`src/rtl/multicycle_control.sv`:
```
// Multicycle MIPS control FSM: per-cycle datapath schedule
// for the shared-ALU/shared-memory datapath.
// Ports:
//   in  clk, reset (async, active-high), opcode[5:0], mem_ready
//   out PC/memory/IR/register-file enables, mux selects
//       (IorD, MemtoReg, RegDst, ALUSrcA/B, ALUOp, PCSource),
//       illegal_op pulse, state[3:0], retired[CNT_W-1:0]
module multicycle_control #(
  parameter int CNT_W = 32
) (
  input  logic             clk,
  input  logic             reset,
  input  logic [5:0]       opcode,
  input  logic             mem_ready,
  output logic             PCWrite,
  output logic             PCWriteCond,
  output logic             IorD,
  output logic             MemRead,
  output logic             MemWrite,
  output logic             IRWrite,
  output logic [1:0]       MemtoReg,
  output logic [1:0]       RegDst,
  output logic             RegWrite,
  output logic             ALUSrcA,
  output logic [1:0]       ALUSrcB,
  output logic [1:0]       ALUOp,
  output logic [1:0]       PCSource,
  output logic             illegal_op,
  output logic [3:0]       state,
  output logic [CNT_W-1:0] retired
);

  typedef enum logic [3:0] {
    S_FETCH   = 4'd0,
    S_DECODE  = 4'd1,
    S_MEMADR  = 4'd2,
    S_MEMRD   = 4'd3,
    S_MEMWB   = 4'd4,
    S_MEMWR   = 4'd5,
    S_RTEXEC  = 4'd6,
    S_RTWB    = 4'd7,
    S_BRANCH  = 4'd8,
    S_JUMP    = 4'd9,
    S_IMMEXEC = 4'd10,
    S_IMMWB   = 4'd11,
    S_JAL     = 4'd12
  } state_t;

  localparam logic [5:0] OP_R    = 6'b000000;
  localparam logic [5:0] OP_LW   = 6'b100011;
  localparam logic [5:0] OP_SW   = 6'b101011;
  localparam logic [5:0] OP_ADDI = 6'b001000;
  localparam logic [5:0] OP_ANDI = 6'b001100;
  localparam logic [5:0] OP_ORI  = 6'b001101;
  localparam logic [5:0] OP_BEQ  = 6'b000100;
  localparam logic [5:0] OP_J    = 6'b000010;
  localparam logic [5:0] OP_JAL  = 6'b000011;

  state_t cur, nxt;
  logic   retire;

  logic is_r, is_mem, is_imm;
  logic is_beq, is_j, is_jal;

  always_comb begin
    is_r   = (opcode == OP_R);
    is_mem = (opcode == OP_LW) ||
             (opcode == OP_SW);
    is_imm = (opcode == OP_ADDI) ||
             (opcode == OP_ANDI) ||
             (opcode == OP_ORI);
    is_beq = (opcode == OP_BEQ);
    is_j   = (opcode == OP_J);
    is_jal = (opcode == OP_JAL);
  end

  always_ff @(posedge clk or posedge reset) begin
    if (reset) begin
      cur     <= S_FETCH;
      retired <= '0;
    end else begin
      cur <= nxt;
      if (retire)
        retired <= retired + 1'b1;
    end
  end

  assign state = cur;

  always_comb begin
    nxt         = S_FETCH;
    retire      = 1'b0;
    PCWrite     = 1'b0;
    PCWriteCond = 1'b0;
    IorD        = 1'b0;
    MemRead     = 1'b0;
    MemWrite    = 1'b0;
    IRWrite     = 1'b0;
    MemtoReg    = 2'b00;
    RegDst      = 2'b00;
    RegWrite    = 1'b0;
    ALUSrcA     = 1'b0;
    ALUSrcB     = 2'b00;
    ALUOp       = 2'b00;
    PCSource    = 2'b00;
    illegal_op  = 1'b0;
    unique case (cur)
      S_FETCH: begin
        MemRead = 1'b1;
        ALUSrcB = 2'b01;
        // Mealy: latch IR and PC+4 only
        // on the cycle memory delivers.
        IRWrite = mem_ready & ~reset;
        PCWrite = mem_ready & ~reset;
        nxt     = mem_ready ? S_DECODE
                            : S_FETCH;
      end
      S_DECODE: begin
        ALUSrcB = 2'b11;
        unique case (1'b1)
          is_r:    nxt = S_RTEXEC;
          is_mem:  nxt = S_MEMADR;
          is_imm:  nxt = S_IMMEXEC;
          is_beq:  nxt = S_BRANCH;
          is_j:    nxt = S_JUMP;
          is_jal:  nxt = S_JAL;
          default: begin
            nxt        = S_FETCH;
            illegal_op = 1'b1;
          end
        endcase
      end
      S_MEMADR: begin
        ALUSrcA = 1'b1;
        ALUSrcB = 2'b10;
        nxt     = (opcode == OP_LW) ? S_MEMRD
                                    : S_MEMWR;
      end
      S_MEMRD: begin
        MemRead = 1'b1;
        IorD    = 1'b1;
        nxt     = mem_ready ? S_MEMWB
                            : S_MEMRD;
      end
      S_MEMWB: begin
        RegWrite = 1'b1;
        MemtoReg = 2'b01;
        retire   = 1'b1;
      end
      S_MEMWR: begin
        MemWrite = 1'b1;
        IorD     = 1'b1;
        nxt      = mem_ready ? S_FETCH
                             : S_MEMWR;
        retire   = mem_ready;
      end
      S_RTEXEC: begin
        ALUSrcA = 1'b1;
        ALUOp   = 2'b10;
        nxt     = S_RTWB;
      end
      S_RTWB: begin
        RegWrite = 1'b1;
        RegDst   = 2'b01;
        retire   = 1'b1;
      end
      S_BRANCH: begin
        ALUSrcA     = 1'b1;
        ALUOp       = 2'b01;
        PCWriteCond = 1'b1;
        PCSource    = 2'b01;
        retire      = 1'b1;
      end
      S_JUMP: begin
        PCWrite  = 1'b1;
        PCSource = 2'b10;
        retire   = 1'b1;
      end
      S_IMMEXEC: begin
        ALUSrcA = 1'b1;
        ALUSrcB = 2'b10;
        ALUOp   = (opcode == OP_ADDI) ? 2'b00
                                      : 2'b11;
        nxt     = S_IMMWB;
      end
      S_IMMWB: begin
        RegWrite = 1'b1;
        retire   = 1'b1;
      end
      S_JAL: begin
        // PC already holds PC+4: that is
        // the return address for $31.
        PCWrite  = 1'b1;
        PCSource = 2'b10;
        RegWrite = 1'b1;
        RegDst   = 2'b10;
        MemtoReg = 2'b10;
        retire   = 1'b1;
      end
      default: nxt = S_FETCH;
    endcase
  end

endmodule

```
`config.mk`:
```
export PLATFORM = sky130hd
export DESIGN_NAME = multicycle_control
export DESIGN_NICKNAME = d
export VERILOG_FILES = /design/src/rtl/multicycle_control.sv
export SDC_FILE = /design/constraint.sdc
export NUM_CORES = 1
export LEC_CHECK = 0
export BUFFER_PORTS_ARGS = -buffer_cell sky130_fd_sc_hd__buf_2
export CAP_MARGIN = 20
export CORE_UTILIZATION = 43
export DETAILED_ROUTE_END_ITERATION = 8
export PLACE_DENSITY_LB_ADDON = 0.3
export SETUP_SLACK_MARGIN = 0.02
export SLEW_MARGIN = 40
export SYNTH_ARGS = -nofsm -noshare
export SYNTH_HDL_FRONTEND = slang
export SYNTH_SLANG_ARGS = --single-unit
```
`constraint.sdc`:
```
create_clock -name clk -period 4.21 [get_ports clk]
set_input_delay 0.842 -clock clk [delete_from_list [all_inputs] [get_ports clk]]
set_output_delay 0.842 -clock clk [all_outputs]
set_load 0.02 [all_outputs]
```
==> results.md, run 1 <==
* P per Cell Area at between 300 and 400 nW/um^2
* Area leader, netlist: dfrtp_1
* Clock Root Buffer: clkbuf_8
* RSZ-0062 raised after global routing: false
* Clock sink count at 36
* Post-CTS sizing at 0
* Vias/cell at between 5 and 6
* Die ar. at 5030 sq um
* CTS Hold Bufs at 0
* Mapped Cells at 219
* Latest clock arrival within the worst-skew pair at approximately 0.29 ns
* Vias at approximately 1800
* Port-buffer cells at 63
* Seq/Total Area, Yosys at roughly 44%
* Critical path, cell by cell: or2_2 -> or2_2 -> nor3_1 -> buf_2
* Max FO, Critical Path at 16
* Placed Instances at 325
* Clock buffer depth at 2
* Final setup vio count at 0
* Synthesis-to-finish area growth at 21.1%
* Post-synth top area share at 44.1%
* Post-synth cell types at 43
* # IOs at 64
* CP endpoint kind: primary output
* # Post-CTS Setup Buffers at 0
* Core ar. at 4440 sq um
* Die H at just over 70 um
* Total global routing overflow at 0
* Worst slew margin at a little over half
* Slowest-stage cell, CP: dfrtp_1
* Number of cell rows at 24
* Path depth of the worst reg2reg path at 5
* Final Routed Wirelength at about 4300 um
* Avg WL per Cell at around 13 um
* # nets final at 290
* CP Class: register to primary output
* HPWL after DPL at about 3200 um
* Crit path DAT at ~2.0 ns
* Outcome: complete, but fails checks
* Proportion of layout cells with a drive suffix above 1 at a little under 30%
* Initial DRC count at 102
* N_diodes at 0
* CTS tree: yes
* H-Tree Depth at 2
* Chip width at approximately 70 um
* Syn Nets at 229
* Startpoint types: register
* CTS Buf Count at 5
* Cell mode on critical path: or2_2
* Worst slew pin tran at 0.698 ns
* LEAKAGE at ~1.3 nW
* Final Hold Fails at 0
* Crit-path max cell delay at roughly 0.55 ns
* Post-synth EDFFs at 0
* Largest net degree at the start of global routing at 20
* CTS clk-pin slew, worst paths at roughly 0.07 ns
* Setup TNS Final at 0 ns
* Worst EP required at roughly 3.4 ns
* Initial antenna violation count at 0
* Synth cell count leaders: 36 x dfrtp_1, 24 x xnor2_1, 23 x nor2_1
* Finished Layout Cells at between 300 and 400
* Synth warn at 0
* Fin. max-slew vios at 0
* Number of synthesized register bits at 36
* Period utilisation layout at 68.3%
* Min-Delay Path Depth at 1
* Post-route minimum period at 2.87 ns
* ANT nets after route at 0
* Initial core utilization at 45.9%
* Gr usage total at ~17%
* Global-route wire length before repair at approximately 6900 um
* Ys async rst share at between 90% and 100%
* Peak VDD IR at 215 uV
* DR pass1 iterations at 6
* Drc violations at 4
* Routability-driven placement congestion ratio at just under 0.8
* Syn avg cell area at between 9 and 10 sq um
* Vias in the first global route at 1536
* Predominant post-synthesis flop cell: dfrtp_1
* Max_cap viols at 0
* Most frequent cell after synthesis: dfrtp_1
* Clk_skew at a little over 0.004 ns
* Largest cells by area after synthesis: dfrtp_1 44%, xnor2_1 10%, nand3_1 4.4%
* HP Class: register to register
* Failing checks: design-rule violations
* Peak Freq at 348 MHz
* Cell area after synthesis at 2040 sq um
-- cells in the final DEF (no fill, tap or decap), drive strengths merged, types with 2 or more instances in the layout --
cell type	n
clkbuf	7
dfrtp	36
o21ai	5
nor2	23
nand2	15
nand2b	7
nor3	13
buf	64
xor2	10
a21oi	6
and3	4
or4	2
nor4	4
nor4b	2
nand3b	2
nand4	7
inv	7
xnor2	24
nand3	18
or2	4
a211oi	2
-- worst paths after layout --
| check | from | endpoint | slack, ns |
|---|---|---|---|
| setup / recovery | state[2] | illegal_op | 1.34 |
| hold / removal | retired[31] | retired[31] | 0.46 |
| setup reg to reg | state[0] | retired[13] | 1.97 |
| hold reg to reg | retired[31] | retired[31] | 0.46 |
| max in group asynchronous | reset | retired[8] | 2.84 |
| min in group asynchronous | reset | retired[25] | 0.67 |
-- through the flow --
| step | hold WS (ns) | setup WS [ns] | util, % | total power, mW | area [sq um] |
|---|---|---|---|---|---|
| after floorplan | 0.578 | 1.29 | - | 0.548 | 2040 |
| after global placement | 0.454 | 1.42 | 53.5 | 0.605 | 2380 |
| after detailed placement | 0.455 | 1.39 | 53.5 | 0.609 | 2380 |
| after CTS | 0.468 | 1.33 | 55.7 | 0.872 | 2470 |
| after global routing | 0.482 | 1.21 | 55.7 | 0.904 | 2470 |
| final | 0.458 | 1.34 | 55.7 | 0.862 | 2470 |
-- worst max-delay path: cells and delay by family, from the launching register on --
| kind | cells | cell delay, ns |
|---|---|---|
| AND/OR/NAND/NOR | 3 | 0.99 |
| flip-flops | 1 | 0.55 |
| buffers and inverters | 1 | 0.19 |
-- where the power goes --
group | switching [mW] | leakage, nW | internal [mW]
logic | 0.121 | 0.724 | 0.0741
clock network | 0.115 | 0.0503 | 0.146
registers | 0.0387 | 0.479 | 0.368
total | 0.275 | 1.25 | 0.587
-- area by class of cell --
type	count	area (sq um)
timing repair buffer	64	323
clock buffer	7	96.3
tap	52	65.1
fill	417	1970
multi-input combinational	166	1060
inverter	7	26.3
sequential	36	901
-- registers in the layout (all words and copies together) (netlist names) --
signal,count
retired,32
state,4
-- logic make-up (layout without fill, tap and decap cells) --
logic type / count (synthesis) / count (layout) / synth area share (%)
AO/OA/AOI/OAI: 25 / 25 / 8.70
XOR/XNOR: 34 / 34 / 14.6
adder cells (fa/ha/maj): 1 / 1 / 0.613
buffers and inverters: 17 / 78 / 3.86
flip-flops: 36 / 36 / 44.1
multiplexers: 1 / 1 / 0.551
AND/OR/NAND/NOR: 105 / 105 / 27.6
-- routing by layer --
metal  vias to the layer above  wire length (um)  GRT usage (%)
li1                        890                 -              -
met4                         0                69           7.33
met1                       831              2120           23.9
met2                        37              1990           26.9
met3                         8               169           3.99
met5                         -                 0              0
(Power assumes the default switching activity.)
==> inputs of run 2 (changes only) <==
- ABC_AREA: not set -> 1
- clock period: 4.21 -> 2.9 ns (I/O delays scaled with it)
==> run 2 against run 1 <==
  * Sequential cell count unchanged
  * Die area increased by 29%
  * Clock power increased by 20%
  * Highest routed layer unchanged
  * First-iteration DRC count increased by 69%
  * Sequential share of layout area decreased by 7.1 points
  * The run now ends clean
  * Register-to-register slack got worse by 1.0 ns
  * Worst hold slack got worse by 0.063 ns
  * Final cell count increased by 70%
==> results.md, run 2 <==
* CP endpoint kind: primary output
* Hold WS at 0.394 ns
* Vias at roughly 2700
* Fin. max-slew vios at 0
* Fin area at roughly 3100 sq um
* Syn Nets at about 440
* Drc violations at 0
* Clock Root Buffer: clkbuf_8
* Gr usage total at between 20% and 30%
* Commonest cells after routing, fill and taps aside: 181 x nand2_1, 69 x nor2_1, 63 x buf_2
* Die ar. at between 6000 and 7000 sq um
* Post-synth cell types at 26
* N_diodes at 0
* Seq/Total Area, Yosys at about a third
* Commonest non-fill, non-tap cell in the layout: nand2_1
* Crit path DAT at around 1.7 ns
* Vias in the first global route at between 2000 and 2500
* LEAKAGE at 1.68 nW
* Most frequent cell after synthesis: nand2_1
* # IOs at 64
* Worst EP required at around 2.3 ns
* Startpoint types: register
* HPWL after DPL at between 5000 and 6000 um
* Max FO, Critical Path at 5
* Clk_skew at roughly 0.004 ns
* Fin util at a little over 50%
* Reg-to-Reg End: retired[5]
* CTS clk-pin slew, worst paths at around 0.06 ns
* Peak Freq at ~430 MHz
* Outcome: completed
* Total global routing overflow at 0
* # nets final at about 500
* Mapped Cells at about 430
* Final Routed Wirelength at 6390 um
* Number of flip-flops in the largest register at 32
* RSZ-0062 raised after global routing: false
* Worst slew margin at 56.3%
* Number of cell rows at 28
* Setup TNS Final at 0 ns
* Latest clock arrival within the worst-skew pair at 0.28 ns
* Synth cell count leaders: 181 x nand2_1, 69 x nor2_1, 46 x inv_1
* ANT nets after route at 0
* DR pass1 iterations at 4
* CTS tree: yes
* Period utilisation layout at about four fifths
* Initial core utilization at about 45%
* P per Cell Area at ~450 nW/um^2
* Number of synthesized register bits at 36
* Initial antenna violation count at 0
* Largest cells by area after synthesis: dfrtp_1 34%, nand2_1 26%, nor2_1 9.8%
* Area leader, netlist: dfrtp_1
* Clock sink count at 36
* HP Class: input pin to async pin
* Post-CTS sizing at 0
* Reg2reg start: state[1]
* Predominant post-synthesis flop cell: dfrtp_1
* Largest net degree at the start of global routing at 42
* Routability-driven placement congestion ratio at between 0.8 and 0.9
* R2R Setup Slk at about 0.95 ns
* Final setup vio count at 0
* Path depth of the worst reg2reg path at 9
* Synth warn at 0
* Die H at 80.6 um
* Syn avg cell area at roughly 6.2 sq um
* Dpl cell area at between 3000 and 4000 sq um
* Final Hold Fails at 0
* Post-synth EDFFs at 0
* H-Tree Depth at 2
* Chip width at roughly 81 um
* Initial DRC count at approximately 170
* Ys async rst share at 100%
* Peak VDD IR at ~340 uV
* Avg WL per Cell at 11.3 um
* Global-route wire length before repair at 10800 um
* CP Class: register to primary output
* CTS Hold Bufs at 0
* Post-route minimum period at roughly 2.3 ns
* Cell area after synthesis at 2650 sq um
* Clock buffer depth at 2
* CTS Buf Count at 5
* # Post-CTS Setup Buffers at 0
* Core ar. at between 5000 and 6000 sq um
* Largest Register: retired
* Post-synth top area share at 33.9%
* Max_cap viols at 0
* Proportion of layout cells with a drive suffix above 1 at between 10% and 20%
* Port-buffer cells at 63
* Vias/cell at ~4.8
* Worst slew pin tran at about 0.66 ns
* Synthesis-to-finish area growth at 15.8%
-- run 2: cell types whose count changed after synthesis, moves of 7 or more --
cell	previous run	this run
nand2_1	15	181
nor3_1	11	3
inv_1	7	46
nor2_1	23	69
nand2b_1	7	0
xnor2_1	24	1
-- run 2: cells by family after synthesis --
family          after synthesis  synth area share, %
buf+inv                      59                 9.81
simple gates                302                 47.6
flops                        36                 33.9
compound gates               17                 3.58
fa+ha+maj                     1                0.471
xor+xnor                     14                 4.62
-- run 2: cell type report --
cell class	instances	area (sq um)
Tap cell	75	93.8
Fill cell	613	2850
Sequential cell	36	901
Clock buffer	5	68.8
Inverter	50	188
Multi-Input combinational cell	334	1490
Timing Repair Buffer	65	330
-- run 2: worst max path at each step --
stage	cells past startpoint	end	startpoint	slack (ns)
final	6	illegal_op	state[2]	0.60
after global routing	6	illegal_op	state[2]	0.40
after floorplan	5	illegal_op	state[2]	0.78
after CTS	6	illegal_op	state[2]	0.61
after global placement	8	illegal_op	opcode[4]	0.82
after detailed placement	8	illegal_op	opcode[4]	0.75
-- run 2: routing by layer --
layer | GRT usage [%] | routed length, um
met1 | 29.2 | 3070
met2 | 34.6 | 3030
met3 | 3.41 | 195
met4 | 6.07 | 92
met5 | 0 | 0
-- run 2: through the flow --
step | power [mW] | std cells | setup WS [ns]
3_5_place_dp | 1.08 | 560 | 0.747
2_1_floorplan | 0.960 | 429 | 0.780
4_1_cts | 1.39 | 565 | 0.611
3_3_place_gp | 1.07 | 560 | 0.816
6_report | 1.38 | 565 | 0.601
5_1_grt | 1.48 | 565 | 0.398
-- run 2: power by group --
part / internal [mW] / switching [mW] / total (mW)
clock network: 0.155 / 0.159 / 0.314
logic: 0.140 / 0.307 / 0.447
registers: 0.545 / 0.0771 / 0.622
-- run 2: critical path: stages, from the launching register on --
cell,delay (ns)
dfrtp_1,0.44
nor2_2,0.19
inv_1,0.10
nor2_1,0.21
inv_1,0.11
nor3_1,0.19
buf_2,0.19
